File: src/rtl/sequential_gain_mixer_pkg.sv
// Shared types and helpers for the sequential gain mixer: FSM encoding,
// Q-format gain helpers and a runtime ceil-log2 used for auto normalisation.
package sequential_gain_mixer_pkg;

  typedef enum logic [1:0] {
    IDLE  = 2'd0,
    ACCUM = 2'd1,
    SCALE = 2'd2
  } state_t;

  // Gain value representing 1.0 in Q1.(gain_bits-1)
  function automatic int unsigned unity_gain(input int unsigned gain_bits);
    return 32'd1 << (gain_bits - 1);
  endfunction

  // Right shift that removes the fractional gain bits
  function automatic int unsigned frac_shift(input int unsigned gain_bits);
    return gain_bits - 1;
  endfunction

  // Ceil-log2 of a runtime value, with 0 and 1 both mapping to 0
  function automatic int unsigned clog2_u(input int unsigned v);
    int unsigned r;
    r = 0;
    for (int i = 0; i < 32; i++) begin
      if ((33'd1 << i) < 33'(v)) r = r + 1;
    end
    return r;
  endfunction

endpackage

File: src/rtl/sequential_gain_mixer_if.sv
// Frame request / mixed-result bundle between a frame source and the mixer.
interface sequential_gain_mixer_if #(
  parameter int unsigned DATA_BITS = 12,
  parameter int unsigned CHANNELS  = 12,
  parameter int unsigned GAIN_BITS = 8
);
  logic                          sample_strobe;
  logic [CHANNELS*DATA_BITS-1:0] din;
  logic [CHANNELS*GAIN_BITS-1:0] gain;
  logic [CHANNELS-1:0]           channel_enable;
  logic signed [DATA_BITS-1:0]   dout;
  logic                          dout_valid;
  logic                          busy;
  logic                          overrun;

  modport master (
    output sample_strobe, din, gain, channel_enable,
    input  dout, dout_valid, busy, overrun
  );

  modport slave (
    input  sample_strobe, din, gain, channel_enable,
    output dout, dout_valid, busy, overrun
  );
endinterface

File: src/rtl/sequential_gain_mixer_signed_saturate.sv
// Combinational clamp of a wide signed value into a narrower signed range.
module signed_saturate #(
  parameter int unsigned IN_W  = 24,
  parameter int unsigned OUT_W = 12
) (
  input  logic signed [IN_W-1:0]  value,
  output logic signed [OUT_W-1:0] result_c
);
  localparam logic signed [IN_W-1:0] MAX_V = {{(IN_W-OUT_W+1){1'b0}}, {(OUT_W-1){1'b1}}};
  localparam logic signed [IN_W-1:0] MIN_V = {{(IN_W-OUT_W+1){1'b1}}, {(OUT_W-1){1'b0}}};

  always_comb begin
    result_c = value[OUT_W-1:0];
    if (value > MAX_V)      result_c = MAX_V[OUT_W-1:0];
    else if (value < MIN_V) result_c = MIN_V[OUT_W-1:0];
  end
endmodule

File: src/rtl/sequential_gain_mixer.sv
// Time-multiplexed gain mixer: one MAC per channel per cycle, then scale/saturate.
// Define SEQUENTIAL_GAIN_MIXER_AUTO_NORM_EN to normalise by the enabled-channel count.
module sequential_gain_mixer
  import sequential_gain_mixer_pkg::*;
#(
  parameter int unsigned DATA_BITS = 12,
  parameter int unsigned CHANNELS  = 12,
  parameter int unsigned GAIN_BITS = 8
) (
  input logic                    clk,
  input logic                    rst,
  sequential_gain_mixer_if.slave bus
);
  localparam int unsigned ACC_W   = DATA_BITS + GAIN_BITS + $clog2(CHANNELS) + 1;
  localparam int unsigned PROD_W  = DATA_BITS + GAIN_BITS + 1;
  localparam int unsigned IDX_W   = (CHANNELS > 1) ? $clog2(CHANNELS) : 1;
  localparam int unsigned SHIFT_W = 8;

  state_t state, state_nx;
  logic   capture_c, accum_c, scale_c;

  logic [CHANNELS*DATA_BITS-1:0] din_q;
  logic [CHANNELS*GAIN_BITS-1:0] gain_q;
  logic [CHANNELS-1:0]           en_q;
  logic signed [ACC_W-1:0]       acc;
  logic [IDX_W-1:0]              idx;
  logic signed [DATA_BITS-1:0]   dout_q;
  logic                          dout_valid_q, busy_q, overrun_q;

  logic signed [DATA_BITS-1:0]   din_ch  [CHANNELS];
  logic [GAIN_BITS-1:0]          gain_ch [CHANNELS];
  logic signed [PROD_W-1:0]      prod_c;
  logic [SHIFT_W-1:0]            shamt_c;
  logic signed [ACC_W-1:0]       scaled_c;
  logic signed [DATA_BITS-1:0]   sat_c;

  for (genvar n = 0; n < CHANNELS; n++) begin : g_unpack
    assign din_ch[n]  = din_q[n*DATA_BITS +: DATA_BITS];
    assign gain_ch[n] = gain_q[n*GAIN_BITS +: GAIN_BITS];
  end

  always_ff @(posedge clk) begin
    if (rst) state <= IDLE;
    else     state <= state_nx;
  end

  always_comb begin
    state_nx  = state;
    capture_c = 1'b0;
    accum_c   = 1'b0;
    scale_c   = 1'b0;
    unique case (state)
      IDLE: begin
        if (bus.sample_strobe) begin
          capture_c = 1'b1;
          state_nx  = ACCUM;
        end
      end
      ACCUM: begin
        accum_c = 1'b1;
        if (idx == IDX_W'(CHANNELS - 1)) state_nx = SCALE;
      end
      SCALE: begin
        scale_c  = 1'b1;
        state_nx = IDLE;
      end
      default: state_nx = IDLE;
    endcase
  end

  // Gain is zero-extended so it acts as a non-negative signed operand
  assign prod_c = PROD_W'(din_ch[idx]) * PROD_W'($signed({1'b0, gain_ch[idx]}));

`ifdef SEQUENTIAL_GAIN_MIXER_AUTO_NORM_EN
  localparam int unsigned CNT_W = $clog2(CHANNELS + 1);
  logic [CNT_W-1:0] cnt;

  always_ff @(posedge clk) begin
    if (rst)                         cnt <= '0;
    else if (capture_c)              cnt <= '0;
    else if (accum_c && en_q[idx])   cnt <= cnt + CNT_W'(1);
  end

  assign shamt_c = SHIFT_W'(frac_shift(GAIN_BITS) + clog2_u(32'(cnt)));
`else
  assign shamt_c = SHIFT_W'(frac_shift(GAIN_BITS) + $clog2(CHANNELS));
`endif

  assign scaled_c = acc >>> shamt_c;

  signed_saturate #(.IN_W(ACC_W), .OUT_W(DATA_BITS)) u_sat (
    .value    (scaled_c),
    .result_c (sat_c)
  );

  // Frame capture, accumulation and result/status registers
  always_ff @(posedge clk) begin
    if (rst) begin
      din_q        <= '0;
      gain_q       <= '0;
      en_q         <= '0;
      acc          <= '0;
      idx          <= '0;
      dout_q       <= '0;
      dout_valid_q <= 1'b0;
      busy_q       <= 1'b0;
      overrun_q    <= 1'b0;
    end else begin
      dout_valid_q <= 1'b0;
      busy_q       <= (state_nx != IDLE);
      if (bus.sample_strobe && state != IDLE) overrun_q <= 1'b1;
      if (capture_c) begin
        din_q  <= bus.din;
        gain_q <= bus.gain;
        en_q   <= bus.channel_enable;
        acc    <= '0;
        idx    <= '0;
      end
      if (accum_c) begin
        if (en_q[idx]) acc <= acc + ACC_W'(prod_c);
        idx <= idx + IDX_W'(1);
      end
      if (scale_c) begin
        dout_q       <= sat_c;
        dout_valid_q <= 1'b1;
      end
    end
  end

  assign bus.dout       = dout_q;
  assign bus.dout_valid = dout_valid_q;
  assign bus.busy       = busy_q;
  assign bus.overrun    = overrun_q;
endmodule

File: src/flat_wrapper.sv
// flat-port wrapper written by rule: the top's interface ports become plain ports
module sequential_gain_mixer_flat import sequential_gain_mixer_pkg::*;
#(
  parameter int unsigned DATA_BITS = 12,
  parameter int unsigned CHANNELS  = 12,
  parameter int unsigned GAIN_BITS = 8
)
  (clk, rst, bus_sample_strobe, bus_din, bus_gain, bus_channel_enable, bus_dout, bus_dout_valid, bus_busy, bus_overrun);
  sequential_gain_mixer_if #(.DATA_BITS(DATA_BITS), .CHANNELS(CHANNELS), .GAIN_BITS(GAIN_BITS)) bus_i ();
  input logic clk;
  input logic rst;
  input wire logic [$bits(bus_i.sample_strobe)-1:0] bus_sample_strobe;
  input wire logic [$bits(bus_i.din)-1:0] bus_din;
  input wire logic [$bits(bus_i.gain)-1:0] bus_gain;
  input wire logic [$bits(bus_i.channel_enable)-1:0] bus_channel_enable;
  output wire logic [$bits(bus_i.dout)-1:0] bus_dout;
  output wire logic [$bits(bus_i.dout_valid)-1:0] bus_dout_valid;
  output wire logic [$bits(bus_i.busy)-1:0] bus_busy;
  output wire logic [$bits(bus_i.overrun)-1:0] bus_overrun;
  assign bus_i.sample_strobe = bus_sample_strobe;
  assign bus_i.din = bus_din;
  assign bus_i.gain = bus_gain;
  assign bus_i.channel_enable = bus_channel_enable;
  assign bus_dout = bus_i.dout;
  assign bus_dout_valid = bus_i.dout_valid;
  assign bus_busy = bus_i.busy;
  assign bus_overrun = bus_i.overrun;
  sequential_gain_mixer #(.DATA_BITS(DATA_BITS), .CHANNELS(CHANNELS), .GAIN_BITS(GAIN_BITS)) u_core (.clk(clk), .rst(rst), .bus(bus_i));
endmodule
File: config.mk
export PLATFORM = sky130hd
export DESIGN_NAME = sequential_gain_mixer_flat
export DESIGN_NICKNAME = d
export VERILOG_FILES = /design/src/rtl/sequential_gain_mixer_pkg.sv /design/src/rtl/sequential_gain_mixer_if.sv /design/src/rtl/sequential_gain_mixer_signed_saturate.sv /design/src/rtl/sequential_gain_mixer.sv /design/src/flat_wrapper.sv
export SDC_FILE = /design/constraint.sdc
export NUM_CORES = 1
export LEC_CHECK = 0
export BUFFER_PORTS_ARGS = -buffer_cell sky130_fd_sc_hd__buf_2
export CORE_UTILIZATION = 62
export DETAILED_ROUTE_END_ITERATION = 8
export PLACE_DENSITY_LB_ADDON = 0.15
export RECOVER_POWER = 25
export SLEW_MARGIN = 20
export SYNTH_ARGS = -nofsm -noshare
export SYNTH_HDL_FRONTEND = slang
export SYNTH_SLANG_ARGS = --single-unit
File: constraint.sdc
create_clock -name clk -period 17.52 [get_ports clk]
set_clock_uncertainty 0.1 [all_clocks]
set_input_delay 0.876 -clock clk [delete_from_list [all_inputs] [get_ports clk]]
set_output_delay 0.876 -clock clk [all_outputs]
set_load 0.02 [all_outputs]
# --- Word level (Yosys, flattened, before mapping) ---
# Index checks and enable logic that the tools add are counted.
word_totals:
  reg_bits: 298
  latch_bits: 0
  output_inout_bits: 15
  memories: 0
  ram_bits: 0
  romBits: 0
classes:
  reduce_logical: 5
  magnitude_cmp: 4
  n_eq_ne: 3
  div_mod_pow: 0
  shift: 0
  bitwise_logic: 1
  muxes: 23
  add_sub_neg: 2
  mul: 1
ops:
  columns: ["cell", "n"]
  rows:
  - ["$mux 25", 3]
  - ["$bmux 12 s4", 1]
  - ["$mux 12", 4]
  - ["$bmux 8 s4", 1]
  - ["$add 25x21->25", 1]
  - ["$mul 12x9->21", 1]
  - ["$mux 8", 2]
  - ["$gt 14x12->1 const B", 1]
  - ["$lt 14x12->1 const B", 1]
  - ["$mux 4", 2]
  - ["$mux 1", 6]
  - ["$reduce_bool 2->1", 3]
  - ["$ge 5x5->1 const B", 1]
  - ["$lt 4x5->1 const B", 1]
  - ["$not 4->5", 1]
  - ["$add 4x1->4 const B", 1]
  - ["$bmux 1 s4", 1]
  - ["$eq 4x4->1 const B", 1]
  - ["$mux 2", 2]
  - ["$pmux 2 s2", 1]
  - ["$eq 2x1->1 const B", 1]
  - ["$eq 2x2->1 const B", 1]
  - ["$logic_not 2->1", 1]
  - ["$logic_and 1x1->1", 1]

# --- Depth between registers and ports, before layout ---
# Gate-level depths: netlist (run 1).
logic_depth:
  ltp_word: 8
  mapped_depth: 27
  depth_no_buf: 25

# --- Cells and area by module ---
# Synthesis (run 1) repeated with hierarchy kept, for this count alone.
hier_totals:
  cells_unflattened: 2004
  area_unflattened_um2: 16958.8
by_module_without_submodules:
  columns: ["module", "instances", "cells_each", "area_per_inst_um2"]
  rows:
  - ["sequential_gain_mixer", 1, 1980, 16788.6]
  - ["signed_saturate", 1, 24, 170.2]

# --- Worst setup path after synthesis (run 1) ---
# OpenSTA, ideal clock, no wires.
synth_path:
  kind: "register -> register"
  from: "reg u_core.idx[1]"
  to: "reg u_core.acc[23]"
  path_stages_with_launch: 25
  t_arrival_ns: 6.134
  path_buffers: 4
  setup_time_ns: 0.117
  period_less_slack_ns: 6.351
  path_slack_ns: 11.169
  cell_sequence: "dfxtp_1 > buf_2 > buf_2 > buf_1 > mux4_2 > nand2_1 > o21ai_0 > clkbuf_1 > nand2_1 > fa_1 > inv_1 > fa_1 > fa_1 > fa_1 > inv_1 > fa_1 > inv_1 > ha_1 > nand2_1 > o21ai_0 > o211a_1 > a2bb2oi_1 > nand2_1 > xnor2_1 > a22o_1"
synth_via:
  elab_chain_len: 8
  word_cells_on_any_way: 13
  classes_between: "add/sub (1); mul (1); mux (10); bitwise (1)"
synth_rtl:
  columns: ["element", "line", "text"]
  rows:
  - ["start, declared", "sequential_gain_mixer.sv:26", "logic [IDX_W-1:0] idx;"]
  - ["start signal, assigned", "sequential_gain_mixer.sv:121", "idx <= idx + IDX_W'(1);"]
  - ["$not 4->5 (not written as such)", "sequential_gain_mixer.sv:72", "assign prod_c = PROD_W'(din_ch[idx]) * PROD_W'($signed({1'b0, gain_ch[idx]}));"]
  - ["$bmux 12 s4 or $bmux 8 s4 (tied branches)", "sequential_gain_mixer.sv:72", null]
  - ["$mux 12 (not written as such) or $mux 8 (tied branches) (2 in a row)", "sequential_gain_mixer.sv:72", null]
  - ["$mul 12x9->21", "sequential_gain_mixer.sv:72", null]
  - ["$add 25x21->25", "sequential_gain_mixer.sv:120", "if (en_q[idx]) acc <= acc + ACC_W'(prod_c);"]
  - ["$mux 25 (*)", "sequential_gain_mixer.sv:120", null]
  - ["$mux 25 (*)", "sequential_gain_mixer.sv:119", "if (accum_c) begin"]
  - ["end signal, assigned", "sequential_gain_mixer.sv:120", null]
  - ["end, declared", "sequential_gain_mixer.sv:25", "logic signed [ACC_W-1:0] acc;"]
# Mark *: on every way between the ends. The rest lies on a longest branch, timed or not. The select of a mux whose other input is x is not followed.
# A chain may end at the register's enable or synchronous reset.

==> results.toml, run 1 <==
[final_layout]
n_fill_cell = 2069
drive_gt1_frac = 0.173
final_util = 0.728
layout_common_cells = "620 x nand2_1, 314 x a21oi_1, 296 x dfxtp_1"
final_common_cell = "nand2_1"
fin_nets = 2588
fin_cells = 2538
syn_to_final_growth_pct = 14.5
stdcell_area_um2 = 19100

[sta]
timing.fmax_mhz = 125
setup_slack_ns = 9.50
max_slew.worst_pin.slew_ns = 6.64
min_period_ns = 8.02
maxSlewViolCount = 298
hold_violations = 0
finalSetupViolCount = 0
setup_tns_ns = 0
relSlewSlack = -3.43
rsz0062_at_grt = "no"
period_share = 0.458

[critical_path]
path_class = "in2reg"
rr_endpoint = "u_core.acc[18]$_SDFF_PP0_"
timing.rr.start = "u_core.idx[0]$_SDFFE_PP0P_"
worstSetupEndpointType = "flip-flop"
worstSetupStartpointType = "input pin"
cp.arrival_ns = 8.40
path_max_fanout = 151
ff2ff_path_depth = 23
required_ns = 17.90
ff2ff_setup_slack_ns = 9.80

[min_path]
min_path_cells = 2
holdPathEnd = "u_core.bus.dout[8]$_SDFFE_PP0P_"
hold_start = "u_core.bus.dout[8]$_SDFFE_PP0P_"
hp-class = "reg2reg"

[placed_design]
placed_cells = 2478
gp_congestion = 0.950
dpl-instance-area_um2 = 18000
dp_hpwl_mm = 31.0
port_buffers = 269
dp_slack_ns = 9.85

[grt]
grt_use_total = 0.313
grt_overflow_total = 0
grt_pass1_vias = 13910
grt_antenna_before_repair = 3
grt_pass1_wl_mm = 69.5
grt_max_degree = 268

[yosys]
synth_seq_cells = 298
synthAdderAreaFrac = 0.163
synth_top_family_by_area = "simple AND/OR/NAND/NOR gates"
ys_async_sr_fraction = 0
ys_top_cells_by_area = "dfxtp_1 36%, nand2_1 14%, fa_1 12%"
synth_sequential_area_ratio = 0.358
synth_nets = 2400
synthSimpleGateAreaFrac = 0.173
synth_ff_type = "dfxtp_1"
syn_inst = 1989
yosysWarnings = 0
synth_compound_area_frac = 0.130
synth_top_area_frac = 0.358
syn_area_per_cell_um2 = 8.38
synth.area.mux_share = 0.0960
synth_xor_area_frac = 0.0110
synth.distinct_cells = 49
synth_top_area_cell = "dfxtp_1"
synth_edf_count = 0
syn_area_um2 = 16700

[routing]
drt_iter0_drc = 1162
routedWlPerCell_um = 17.0
met1Wirelength_mm = 17.8
via_per_inst = 5.62
ant_nets = 0
wl_met3_mm = 2.70
first_pass_iters = 9
num_vias = 14275
drc = 2
finalWirelength_mm = 43.1
top_layer = "met5"
met2_length_mm = 20.7

[cts]
clkTransAtPathRegs_ns = 0.06
cts.repair.resized = 0
cts_buffer_depth = 3
root_buffer = "clkbuf_16"
postCtsHoldBufs = 0
clock-sinks = 298
insertion_delay_ns = 0.59
htreeDepth = 1
tritoncts = "done"
postCtsSetupBuffers = 0
cts_made_buffers = 31

[floorplan]
start_util = 0.636
top_level_ports = 270
die_w_um = 166
coreArea_um2 = 26200
row_count = 59
die_h_um = 166
die-area_um2 = 27500

[status]
outcome = "finished, violations left"
violations = "design-rule violations, max-capacitance violations, max-slew violations"

[pwr]
cellPowerDensity_nw_per_um2 = 87.4
p_leak_nw = 8.45
ir_drop_mv = 0.0775

[flow_run]
maxCapViolCount = 3
[stage by stage]
stage / power (mW) / hold WS (ns)
final: 1.67 / 0.350
after global placement: 0.990 / 0.338
after global routing: 1.74 / 0.363
after CTS: 1.67 / 0.348
after detailed placement: 0.997 / 0.340
after floorplan: 0.917 / 0.332
[sequential cells by signal, indices dropped and copies added (netlist names), 2 cells and up]
name	flops
u_core.din_q	144
u_core.acc	25
u_core.gain_q	96
u_core.en_q	12
u_core.state	2
u_core.idx	4
u_core.bus.dout	12
[area by class of cell]
| cell class | count | area (µm²) | share of cell area |
|---|---|---|---|
| clock inverter | 10 | 126 | 0.00662 |
| tap | 335 | 419 | 0.0220 |
| antenna | 1 | 2.50 | 0.000131 |
| clock buffer | 48 | 941 | 0.0493 |
| timing repair buffer | 279 | 1430 | 0.0747 |
| multi-input combinational | 1399 | 9560 | 0.501 |
| inverter | 168 | 631 | 0.0330 |
| sequential | 298 | 5970 | 0.313 |
[synth_stat cells (2+ instances only)]
cell / instances
o31ai_1: 2
o21a_1: 5
nor2_1: 59
o41ai_1: 2
a21o_1: 7
a22o_1: 8
a21oi_1: 314
nand2b_1: 3
nor2b_1: 19
mux4_2: 60
xnor2_1: 14
clkbuf_1: 98
ha_1: 55
and3_1: 2
o21ai_0: 33
fa_1: 101
nor3_1: 4
mux2i_1: 17
mux4_1: 3
dfxtp_1: 298
buf_4: 2
nand3_1: 11
o21ai_1: 9
nand4_1: 2
o211ai_1: 5
nand2_1: 621
and2_1: 7
a211oi_1: 3
xor2_1: 7
buf_6: 4
buf_2: 9
inv_1: 167
a31oi_1: 11
nor3b_1: 2
buf_1: 11
[how the worst max path moves through the flow]
stage                                    start                          to  slack, ns  depth (start not counted)
CTS                 u_core.idx[0]$_SDFFE_PP0P_   u_core.acc[18]$_SDFF_PP0_       9.85                         23
detailed placement  u_core.idx[0]$_SDFFE_PP0P_   u_core.acc[18]$_SDFF_PP0_       9.85                         23
finish                                     rst  u_core.state[0]$_SDFF_PP0_       9.50                          4
global placement    u_core.idx[1]$_SDFFE_PP0P_   u_core.acc[23]$_SDFF_PP0_       10.0                         20
floorplan           u_core.idx[1]$_SDFFE_PP0P_   u_core.acc[23]$_SDFF_PP0_      11.17                         24
global route                               rst  u_core.state[0]$_SDFF_PP0_       8.77                          4
[logic make-up (layout without fill, tap and decap cells)]
| family | Yosys count | in the layout |
|---|---|---|
| AOI/OAI and AO/OA | 407 | 407 |
| adders and majority gates | 156 | 156 |
| xor gates and xnor gates | 21 | 21 |
| muxes | 80 | 80 |
| buffers and inverters | 292 | 505 |
| DFF | 298 | 298 |
| and+or+nand+nor | 735 | 735 |
| other | 0 | 1 |
[report_power, final]
group	switching [mW]	leakage, nW	internal (mW)	total, mW
Combinational	0.146	5.48	0.103	0.249
Clock	0.280	0.527	0.400	0.680
Sequential	0.0254	2.44	0.715	0.740
[routing by layer]
layer	GRT usage	vias up
li1	-	6851
met1	0.407	6806
met2	0.524	508
met3	0.0503	106
met4	0.130	4
met5	0	-
[worst max-delay path, stage by stage]
cell	delay (ns)
clkbuf_1	4.56
clkbuf_1	2.36
nor2_1	0.28
o21a_1	0.23
No activity file was read; power rests on OpenSTA's default activity.
==> run 2, diff against run 1 <==
- CORE_UTILIZATION: 62 -> 52
- clock period: 17.52 -> 6.71 ns (I/O delays scaled with it)
==> run 2 against run 1 <==
  * The run ends with max-capacitance violations, max-slew violations left
  * Non-clock buffer count up 290
  * Total power rose to 2.7 times the previous value
  * Wire length is 23% higher
  * Die area increased by 19%
  * First-iteration DRC count down 2.0%
  * Critical path type is now reg2reg
==> results.toml, run 2 (same netlist as run 1, synthesis figures left out) <==
[cts]
clkTransAtPathRegs_ns = 0.07
htreeDepth = 1
insertion_delay_ns = 0.59
tritoncts = "done"
clock-sinks = 298
root_buffer = "clkbuf_16"
cts_made_buffers = 31
cts_buffer_depth = 3

[status]
outcome = "finished, violations left"
violations = "max-capacitance violations, max-slew violations"

[routing]
finalWirelength_mm = 52.9
routedWlPerCell_um = 18.3
num_vias = 15987
ant_nets = 0
first_pass_iters = 5
drc = 0
drt_iter0_drc = 1139
via_per_inst = 5.52

[floorplan]
start_util = 0.528
die-area_um2 = 32800
coreArea_um2 = 31600
die_w_um = 181
row_count = 65
die_h_um = 181
top_level_ports = 270

[final_layout]
largest-register = "u_core.din_q"
layout_common_cells = "621 x nand2_1, 313 x a21oi_1, 296 x dfxtp_1"
drive_gt1_frac = 0.171
n_fill_cell = 2405
fin_nets = 2878
register_area_um2 = 5970
reg.largest.list = "u_core.din_q x144, u_core.gain_q x96, u_core.acc x25"
syn_to_final_growth_pct = 32.0
final_util = 0.697
final_common_cell = "nand2_1"
multi_input_area_um2 = 9580
largest_register_ffs = 144

[sta]
min_period_ns = 6.46
relSlewSlack = -2.33
maxSlewViolCount = 345
setup_tns_ns = 0
finalSetupViolCount = 0
timing.fmax_mhz = 155
hold_violations = 0
rsz0062_at_grt = "no"
setup_slack_ns = 0.248
period_share = 0.963
max_slew.worst_pin.slew_ns = 5.00

[grt]
grt_overflow_total = 0
grt_use_met2 = 0.553
use_met3 = 0.0439
grt_pass1_vias = 16351
grt_max_degree = 252
grt_antenna_before_repair = 2
grt_pass1_wl_mm = 83.9
use_met1 = 0.393
grt_busiest_layer = "met2"
grt_use_total = 0.320

[min_path]
min_path_cells = 3
hold_start = "bus_din[35]"
holdPathEnd = "u_core.din_q[35]$_SDFFE_PP0P_"
hp-class = "in2reg"

[critical_path]
ff2ff_setup_slack_ns = 0.25
worstSetupStartpointType = "flip-flop"
path_class = "reg2reg"
timing.rr.start = "u_core.idx[1]$_SDFFE_PP0P_"
worstSetupEndpointType = "flip-flop"
path_max_fanout = 31
required_ns = 7.09
rr_endpoint = "u_core.acc[21]$_SDFF_PP0_"
cp.arrival_ns = 6.85
ff2ff_path_depth = 21

[flow_run]
maxCapViolCount = 2

[placed_design]
dp_slack_ns = 0.150
dp_hpwl_mm = 33.2
gp_congestion = 0.864
port_buffers = 269

[pwr]
p_int_mw = 3.21
ir_drop_mv = 0.214
swShare = 0.281
switching_power_mw = 1.25
total_power_mw = 4.47
cellPowerDensity_nw_per_um2 = 203
p_leak_nw = 9.69
seqPwrFrac = 0.430
pwr-share-clk = 0.381
comb_power_share = 0.189
run 2: cell count changes in the layout (fill, tap and decap cells not counted), sizes merged:
cell | previous run | this run
buf | 261 | 300
diode | 1 | 4
clkinv | 7 | 11
bufinv | 2 | 1
clkinvlp | 0 | 2
clkbuf | 66 | 61
dlygate4sd3 | 0 | 251
run 2: per-stage QoR:
| step | cells | instance area (µm²) | hold slack (ns) |
|---|---|---|---|
| 4_1_cts | 2889 | 21900 | 0.00398 |
| 6_report | 2898 | 22000 | 0.0115 |
| 3_3_place_gp | 2580 | 18400 | 0.333 |
| 5_1_grt | 2896 | 22000 | 0.0123 |
| 2_1_floorplan | 1989 | 16700 | 0.332 |
| 3_5_place_dp | 2580 | 18400 | 0.339 |
run 2: worst max-delay path, cell delays in order, from the launching register on:
cell,delay [ns]
dfxtp_4,0.52
buf_12,0.26
mux4_2,0.26
mux2i_1,0.11
o21ai_1,0.61
nand2_1,0.19
fa_1,0.58
inv_1,0.06
fa_1,0.49
fa_1,0.50
fa_1,0.49
inv_1,0.05
fa_1,0.47
inv_1,0.04
ha_1,0.33
nand2_1,0.11
nor2_1,0.23
nand4_1,0.19
a21oi_1,0.28
a21oi_1,0.15
xnor2_1,0.14
a22o_1,0.17
run 2: area by class of cell:
class,instances,share of cell area
diodes,4,0.000455
inverters,168,0.0287
well taps,402,0.0229
clock buffers,43,0.0396
clock inverters,15,0.00580
multi-input cells,1399,0.435
flip-flops and latches,298,0.272
repair buffers,569,0.196
run 2: per-layer routing:
layer | vias up | part of all wire
met3 | 210 | 0.063
met5 | - | 0.00021
li1 | 7446 | -
met2 | 684 | 0.49
met1 | 7645 | 0.39
met4 | 2 | 0.053
run 2: worst max-delay path by stage:
stage	startpoint	to	slack, ns	cells after the start
final	u_core.idx[1]$_SDFFE_PP0P_	u_core.acc[21]$_SDFF_PP0_	0.25	21
after global routing	u_core.idx[1]$_SDFFE_PP0P_	u_core.acc[22]$_SDFF_PP0_	0.003	22
after CTS	u_core.idx[0]$_SDFFE_PP0P_	u_core.acc[23]$_SDFF_PP0_	0.13	21
after detailed placement	u_core.idx[0]$_SDFFE_PP0P_	u_core.acc[23]$_SDFF_PP0_	0.15	21
after global placement	u_core.idx[0]$_SDFFE_PP0P_	u_core.acc[18]$_SDFF_PP0_	0.24	22
after floorplan	u_core.idx[1]$_SDFFE_PP0P_	u_core.acc[23]$_SDFF_PP0_	0.36	24
run 2: repair_timing:
action                                  in CTS  in global routing
hold endpoints to repair                   251                  0
endpoints found under the setup margin       0                 14
hold buffers                               251                  0
resized for setup                            0                 10
setup buffers                                0                  4
run 2: power groups by stage:
stage / clock, mW / sequential [mW] / combinational (mW)
floorplan: 0 / 1.94 / 0.458
global placement: 0 / 1.95 / 0.664
detailed placement: 0 / 1.96 / 0.675
CTS: 1.71 / 1.92 / 0.790
global route: 1.80 / 1.93 / 0.919
finish: 1.70 / 1.92 / 0.842
==> run 3, diff against run 2 <==
==> constraint.sdc (replaced) <==
create_clock -name clk -period 6.71 [get_ports clk]
set_clock_uncertainty 0.1 [all_clocks]
set_input_delay 1.0065 -clock clk [delete_from_list [all_inputs] [get_ports clk]]
set_output_delay 1.0065 -clock clk [all_outputs]
set_load 0.02 [all_outputs]
==> run 3 against run 2 <==
  * The flow still finishes with violations (max-capacitance violations, max-slew violations)
  * Sequential cell count stayed put
  * Clock-buffer cell count grew 1
  * Critical path type unchanged
  * Largest power group unchanged
  * Total power down 2.5%
  * First-iteration DRC count shrank 29%
  * Die area did not move
  * Sequential power hardly changed
  * Register-to-register slack improved by 0.05 ns
  * Core utilization down 7.6 points
  * Critical path depth up 2
  * Global-route usage fell by 4.3 points
  * Via count shrank 11%
==> results.toml, run 3 (same netlist as run 1, synthesis figures left out) <==
[status]
outcome = "finished, violations left"
violations = "max-capacitance violations, max-slew violations"

[grt]
grt_use_total = 0.277
grt_pass1_wl_mm = 72.9
grt_max_degree = 235
grt_pass1_vias = 14239
grt_overflow_total = 0
grt_antenna_before_repair = 10

[sta]
period_share = 0.956
max_slew.worst_pin.slew_ns = 3.30
maxSlewViolCount = 60
min_period_ns = 6.41
finalSetupViolCount = 0
rsz0062_at_grt = "no"
setup_tns_ns = 0
timing.fmax_mhz = 156
hold_slack_ns = 0.344
hold_violations = 0
relSlewSlack = -1.20

[pwr]
ir_drop_mv = 0.220
seqPwrFrac = 0.441
pwr-share-clk = 0.401
cellPowerDensity_nw_per_um2 = 222
p_leak_nw = 8.69
p_int_mw = 3.16
swShare = 0.275
comb_power_share = 0.158
switching_power_mw = 1.20

[final_layout]
syn_to_final_growth_pct = 17.6
layout_common_cells = "620 x nand2_1, 310 x a21oi_1, 296 x dfxtp_1"
final_common_cell = "nand2_1"
final_util = 0.621
stdcell_area_um2 = 19600
largest-register = "u_core.din_q"
largest_register_ffs = 144
reg.largest.list = "u_core.din_q x144, u_core.gain_q x96, u_core.acc x25"
fin_nets = 2629
drive_gt1_frac = 0.193

[cts]
tritoncts = "done"
clkTransAtPathRegs_ns = 0.06
htreeDepth = 1
cts_buffer_depth = 3
clock-sinks = 298
insertion_delay_ns = 0.59
postCtsHoldBufs = 0
cts_made_buffers = 31
root_buffer = "clkbuf_16"

[routing]
drc = 0
routedWlPerCell_um = 17.1
ant_nets = 0
drt_iter0_drc = 806
via_per_inst = 5.38
finalWirelength_mm = 45.4
num_vias = 14260
first_pass_iters = 5

[floorplan]
start_util = 0.528
die_w_um = 181
top_level_ports = 270
die_h_um = 181
coreArea_um2 = 31600
die-area_um2 = 32800
row_count = 65

[critical_path]
crit_chain = "buf_16 > mux4_2 > mux2i_1 > o21ai_1 > and2_1 > fa_1 > inv_1 > fa_1 > inv_1 > fa_1 > fa_1 > inv_1 > fa_1 > inv_1 > ha_1 > nand2_1 > a211oi_1 > a21oi_2 > o31ai_1 > buf_4 > a21oi_1 > xnor2_1 > a22o_1"
worstSetupStartpointType = "flip-flop"
cp.arrival_ns = 6.79
required_ns = 7.09
crit_path_top_delay_cell = "mux4_2"
slowest_delay_ns = 0.56
path_buf_inv = 6
worstSetupEndpointType = "flip-flop"
crit_top_cell = "fa_1"
path_delay_family = "adder cells"
path_max_fanout = 16
path_class = "reg2reg"

[min_path]
hp-class = "reg2reg"

[placed_design]
gp_congestion = 0.861
port_buffers = 269
dp_hpwl_mm = 33.2
dpl-instance-area_um2 = 18400

[flow_run]
maxCapViolCount = 1
-- run 3: changes by cell type in the layout (fill, tap and decap cells not counted), moves of 2 or more --
cell and change:
dlygate4sd3_1 -251, clkinv_2 -6, clkinv_1 +5, a21oi_1 -3, a21oi_2 +3, buf_4 +3, clkbuf_1 -2, clkbuf_8 +2
clkinv_4 -2, inv_6 +2
-- run 3: final timing paths --
path | cells after the start | slack, ns | endpoint | startpoint
worst max-delay path | 23 | 0.30 | u_core.acc[20]$_SDFF_PP0_ | u_core.idx[0]$_SDFFE_PP0P_
worst min-delay path | 2 | 0.34 | u_core.bus.overrun$_SDFFE_PP0P_ | u_core.bus.overrun$_SDFFE_PP0P_
worst max register to register | 23 | 0.30 | u_core.acc[20]$_SDFF_PP0_ | u_core.idx[0]$_SDFFE_PP0P_
worst min register to register | 2 | 0.34 | u_core.bus.overrun$_SDFFE_PP0P_ | u_core.bus.overrun$_SDFFE_PP0P_
-- run 3: power by group through the flow --
stage	registers (mW)	clock network [mW]	logic [mW]
2_1_floorplan	1.94	0	0.458
3_3_place_gp	1.95	0	0.665
3_5_place_dp	1.96	0	0.674
4_1_cts	1.92	1.77	0.678
5_1_grt	1.93	1.85	0.771
6_report	1.92	1.75	0.689
-- run 3: cell type report --
class,count,area [µm²]
timing repair buffer,320,1830
clock buffer,44,895
fill,2852,12000
sequential,298,5970
multi-input combinational,1399,9620
clock inverter,14,139
inverter,168,631
tap,402,503
antenna,5,12.5
-- run 3: per-layer routing --
layer	wire, µm	up-vias	global-route usage
li1	-	6946	-
met1	18900	6801	0.354
met2	22300	415	0.478
met3	2810	88	0.0498
met4	1280	10	0.0847
met5	67	-	0
-- run 3: metrics by stage --
step	power, mW	worst slack [ns]	instances
floorplan	2.39	0.359	1989
global placement	2.62	0.233	2581
detailed placement	2.63	0.0936	2581
CTS	4.37	0.0803	2639
global route	4.55	0.00551	2648
finish	4.35	0.297	2650
-- run 3: worst reg2reg max path, stage by stage, from the launching register on --
cell	delay [ns]
dfxtp_4	0.46
buf_16	0.21
mux4_2	0.57
mux2i_1	0.27
o21ai_1	0.17
and2_1	0.22
fa_1	0.54
inv_1	0.06
fa_1	0.52
inv_1	0.05
fa_1	0.45
fa_1	0.49
inv_1	0.05
fa_1	0.47
inv_1	0.04
ha_1	0.33
nand2_1	0.13
a211oi_1	0.28
a21oi_2	0.13
o31ai_1	0.20
buf_4	0.17
a21oi_1	0.08
xnor2_1	0.15
a22o_1	0.18
-- run 3: repair_timing --
action | CTS | global route
hold endpoints to repair | 0 | 0
resized for setup | 0 | 18
endpoints found under the setup margin | 0 | 16
buffers inserted | 0 | 5
